==> config.mk <==
export PLATFORM = sky130hd
export DESIGN_NAME = uart_tx_sched
export DESIGN_NICKNAME = d
export VERILOG_FILES = /design/src/rtl/uart_tx_sched.sv
export SDC_FILE = /design/constraint.sdc
export NUM_CORES = 1
export LEC_CHECK = 0
export CORE_ASPECT_RATIO = 1.25
export CORE_MARGIN = 2
export CORE_UTILIZATION = 43
export CTS_BUF_LIST = sky130_fd_sc_hd__clkbuf_4
export CTS_CLUSTER_SIZE = 14
export DETAILED_ROUTE_END_ITERATION = 16
export GPL_TIMING_DRIVEN = 1
export MAX_ROUTING_LAYER = met4
export PLACE_DENSITY = 0.81
export SLEW_MARGIN = 10
export SYNTH_ARGS = -nofsm -noshare
export SYNTH_HDL_FRONTEND = slang
export SYNTH_SLANG_ARGS = --single-unit
==> constraint.sdc <==
create_clock -name clk -period 1.98 [get_ports clk]
set_clock_uncertainty 0.15 [all_clocks]
set_input_delay 0.198 -clock clk [delete_from_list [all_inputs] [get_ports clk]]
set_output_delay 0.198 -clock clk [all_outputs]
set_load 0.005 [all_outputs]
==> src/rtl/uart_tx_sched.sv <==
// Round-robin scheduler sharing one uart_tx serializer among NREQ byte requesters.
// One byte is captured per grant. tx_send pulses for a single cycle, and tx_data
// stays constant for the rest of the frame and any trailing gap.
module uart_tx_sched #(
    parameter int NREQ         = 4,
    parameter int FRAME_CYCLES = 12,
    parameter int GAP_CYCLES   = 0,
    parameter int IDW          = (NREQ > 1) ? $clog2(NREQ) : 1
) (
    input  logic                clk,
    input  logic                rst,
    input  logic [NREQ-1:0]     req_valid,
    input  logic [8*NREQ-1:0]   req_data,
    output logic [NREQ-1:0]     req_ack,
    output logic                tx_send,
    output logic [7:0]          tx_data,
    output logic                tx_busy,
    output logic [IDW-1:0]      grant_id
);
    localparam int CW = $clog2(FRAME_CYCLES + GAP_CYCLES + 1);
    localparam logic [CW-1:0]  FLUSH_LOAD = CW'(FRAME_CYCLES - 1);
    localparam logic [CW-1:0]  WAIT_LOAD  = CW'(FRAME_CYCLES + GAP_CYCLES - 2);
    localparam logic [IDW-1:0] ID_RST     = IDW'(NREQ - 1);

    typedef enum logic [1:0] {FLUSH, IDLE, SEND, WAIT} state_t;

    state_t            state, state_n;
    logic [CW-1:0]     cnt, cnt_n;
    logic [NREQ-1:0]   ack_n;
    logic              send_n, busy_n;
    logic [7:0]        data_n;
    logic [IDW-1:0]    gid_n;

    logic              win_found;
    logic [IDW-1:0]    win_id;
    logic [IDW-1:0]    cand;
    int                rr_idx;

    // Round-robin search starting one past the last grant, wrapping modulo NREQ
    always_comb begin
        win_found = 1'b0;
        win_id    = grant_id;
        rr_idx    = 0;
        cand      = '0;
        for (int k = 1; k <= NREQ; k++) begin
            rr_idx = (int'(grant_id) + k) % NREQ;
            cand   = IDW'(rr_idx);
            if (!win_found && req_valid[cand]) begin
                win_found = 1'b1;
                win_id    = cand;
            end
        end
    end

    // Next-state and next-output logic; every output is registered below
    always_comb begin
        state_n = state;
        cnt_n   = cnt;
        ack_n   = '0;
        send_n  = 1'b0;
        data_n  = tx_data;
        busy_n  = tx_busy;
        gid_n   = grant_id;
        case (state)
            // The serializer has no reset, so wait out a frame that may still be in flight
            FLUSH: begin
                if (cnt == '0) begin
                    state_n = IDLE;
                    busy_n  = 1'b0;
                end else begin
                    cnt_n = cnt - CW'(1);
                end
            end
            IDLE: begin
                if (win_found) begin
                    state_n = SEND;
                    send_n  = 1'b1;
                    ack_n   = NREQ'(1) << win_id;
                    data_n  = 8'(req_data >> {win_id, 3'b000});
                    gid_n   = win_id;
                    busy_n  = 1'b1;
                end
            end
            SEND: begin
                state_n = WAIT;
                cnt_n   = WAIT_LOAD;
            end
            WAIT: begin
                if (cnt == '0) begin
                    state_n = IDLE;
                    busy_n  = 1'b0;
                end else begin
                    cnt_n = cnt - CW'(1);
                end
            end
            default: state_n = FLUSH;
        endcase
    end

    // State, counter and output registers, cleared asynchronously
    always_ff @(posedge clk or posedge rst) begin
        if (rst) begin
            state    <= FLUSH;
            cnt      <= FLUSH_LOAD;
            req_ack  <= '0;
            tx_send  <= 1'b0;
            tx_data  <= 8'h00;
            tx_busy  <= 1'b1;
            grant_id <= ID_RST;
        end else begin
            state    <= state_n;
            cnt      <= cnt_n;
            req_ack  <= ack_n;
            tx_send  <= send_n;
            tx_data  <= data_n;
            tx_busy  <= busy_n;
            grant_id <= gid_n;
        end
    end
endmodule

==> flow_metrics.py <==
metrics = {
    "outcome": {
        "outcome": "completed",
    },
    "worst_setup_path": {
        "worstSetupPathType": "flip-flop to flip-flop",
        "required_ps": 2030,
        "path_max_fanout": 5,
        "r2r_cells": 7,
        "cp-start-kind": "flip-flop",
        "critPathCaptureType": "flip-flop",
        "r2r_start": "grant_id[0]",
        "startpoint": "grant_id[0]",
        "critPathArrivalTime_ps": 2020,
    },
    "global_routing": {
        "grt_overflow_total": 0,
        "antenna_found_initial": 0,
        "grt_pass1_vias": 1194,
        "grt_use_total_pct": 20.3,
        "grt_pass1_wl_mm": 5.00,
        "grt_max_degree": 23,
    },
    "synthesis": {
        "ys_warn_count": 0,
        "syn_area_um2": 1260,
        "synth_commonest_cells": "16 x dfrtp_1, 16 x mux2i_1, 15 x nand2_1, 7 x o221ai_2",
        "synthArstFlopShare_pct": 100,
        "postSynthCellCount": 116,
        "synth.area.top_cells": "dfrtp_1 32%, mux2i_1 13%, dfstp_2 13%",
        "yosysUniqueCellTypes": 35,
        "synth-seq-cells": 22,
        "synth_top_flop_cell": "dfrtp_1",
        "synth_top_area_share_pct": 31.8,
        "seq_area_frac_synth_pct": 44.3,
        "yosys.area.top_type": "dfrtp_1",
        "avgSynthCellArea_um2": 10.9,
        "syn_nets": 158,
        "synth_edf_count": 0,
    },
    "placement": {
        "place_inst": 208,
        "io_buffers": 53,
        "gp_congestion": 0.627,
        "hpwl_mm": 2.36,
        "place_ws_ps": -94.4,
    },
    "power": {
        "seqPwrFrac_pct": 27.6,
        "vdd_ir_drop_max_mv": 0.869,
        "power_frac_clock_pct": 11.8,
        "pwr_density_cell_nw_per_um2": 1410,
        "switching_share_pct": 35.3,
        "p_sw_uw": 1040,
        "p_leak_uw": 0.000911,
        "p_comb_share_pct": 60.7,
        "p_int_uw": 1910,
    },
    "detailed_routing": {
        "drt_iter0_drc": 46,
        "ant_nets": 0,
        "drc_errors": 0,
        "vias_per_cell": 5.46,
        "vias": 1184,
        "totalWireLength_mm": 3.45,
        "dr.pass1.iters": 4,
        "wire_per_inst_um": 15.9,
    },
    "flow_run": {
        "drv_cap": 0,
    },
    "final_layout": {
        "fillerInstances": 168,
        "antenna_cells": 0,
        "num-nets-final": 226,
        "syn2layout_area_growth_pct": 66.5,
        "post-route-util_pct": 76.8,
        "final_cells": 217,
        "drive_gt1_share_pct": 23.5,
    },
    "min_path": {
        "worst_hold_path_type": "input pin to async pin",
    },
    "cts": {
        "cts-htree-levels": 1,
        "clk_pin_slew_ps": 140,
        "clock_sinks": 22,
        "numCtsBuffers": 3,
        "clockBufferDepth": 2,
        "clk_latency_ps": 320,
        "clockRootBuffer": "clkbuf_4",
        "cts_tree": "built",
    },
    "floorplan": {
        "start_util_pct": 46.1,
        "die_area_um2": 3380,
        "ioPinCount": 54,
        "core_um2": 2730,
        "chipWidth_um": 52.4,
        "die_h_um": 64.5,
        "rows": 21,
    },
    "sta": {
        "final.period_utilization_pct": 99.7,
        "slew_headroom_pct": 73.0,
        "slew_viol_final": 0,
        "tightest_slew_ps": 405,
        "setup_viol_count_final": 0,
        "hold_viol": 0,
        "setup_ws_ps": 6.73,
        "min_period_ps": 1970,
        "fmax_mhz": 507,
    },
}
[metrics by stage]
stage               cell area (um2)  power [uW]  hold WS [ps]  TNS, ps
floorplan                      1260        1690          32.8        0
global placement               1900        2210           324    -3.76
detailed placement             1900        2280           333     -593
CTS                            1950        2640          57.5        0
global route                   2100        3150          92.9     -225
finish                         2100        2960          53.7        0
[cells in the final DEF (no fill, tap or decap), types with 2 or more instances in the layout]
| master | synthesis | layout |
|---|---|---|
| clkdlybuf4s50_1 | 0 | 53 |
| buf_6 | 1 | 2 |
| o21ai_1 | 6 | 6 |
| nand2b_1 | 5 | 3 |
| clkbuf_4 | 0 | 3 |
| mux2i_1 | 16 | 10 |
| dfstp_2 | 6 | 6 |
| nor3b_1 | 2 | 2 |
| ha_1 | 4 | 4 |
| o221ai_2 | 7 | 7 |
| nand2b_4 | 0 | 2 |
| nand2_1 | 15 | 15 |
| buf_4 | 1 | 8 |
| nor2_1 | 4 | 4 |
| buf_12 | 0 | 2 |
| mux2i_2 | 0 | 3 |
| nor2b_1 | 2 | 2 |
| dfrtp_1 | 16 | 16 |
| o21ai_0 | 2 | 2 |
| clkbuf_16 | 0 | 2 |
| a21oi_1 | 3 | 2 |
| mux2i_4 | 0 | 3 |
| inv_1 | 6 | 6 |
| o31ai_1 | 2 | 2 |
[flip-flops by register name, summed over array words and instances, names as in the netlist]
signal / count
tx_busy: 1
state: 2
req_ack: 4
tx_data: 8
tx_send: 1
grant_id: 2
cnt: 4
[logic make-up after synthesis]
family                   after synthesis  synth area share [%]
AO/OA/AOI/OAI                         28                  20.1
adder cells (fa/ha/maj)                4                  3.97
buffers and inverters                 11                  4.27
flip-flops                            22                  44.3
multiplexers                          17                  13.6
AND/OR/NAND/NOR                       34                  13.8
[final timing paths]
check / to / slack, ps
worst max-delay path: tx_data[4] / 7
worst min-delay path: tx_data[6] / 50
worst max register to register: tx_data[4] / 7
worst min register to register: tx_busy / 350
max in group asynchronous: grant_id[1] / 1330
min in group clk: tx_busy / 350
[power groups by stage]
stage	Sequential, uW	Clock [uW]	Combinational [uW]
CTS	806	353	1480
global placement	808	0	1410
global route	836	372	1940
finish	816	348	1790
floorplan	799	0	887
detailed placement	812	0	1470
[cell type report]
class / count / area [um2] / area share (%)
multi-input combinational: 83 / 716 / 34.1
timing repair buffer: 67 / 703 / 33.5
sequential: 22 / 558 / 26.6
tap: 34 / 42.5 / 2.03
clock inverter: 1 / 30.0 / 1.43
inverter: 7 / 26.3 / 1.25
clock buffer: 3 / 22.5 / 1.07
[per-layer routing]
metal	wire length (um)	track usage [%]	part of all wire, %	up-vias
met2	1910	36.6	55	37
met4	19	6.73	0.55	0
met1	1370	21.2	40	587
met3	147	4.61	4.3	2
met5	0	-	0	-
li1	-	-	-	558
[what timing repair did]
item                                    4_1_cts  5_1_grt
buffers inserted                              0        2
hold endpoints to repair                      0        0
hold buffers                                  0        0
resized for setup                             0       13
endpoints found under the setup margin        0        8
[critical path: stages (launching register included)]
cell and delay, ps:
dfstp_2 590, nand2b_4 140, a21oi_2 70, a211oi_4 230
buf_6 170, clkbuf_16 170, mux2i_2 230, o221ai_2 120
No activity file was read; power rests on OpenSTA's default activity.
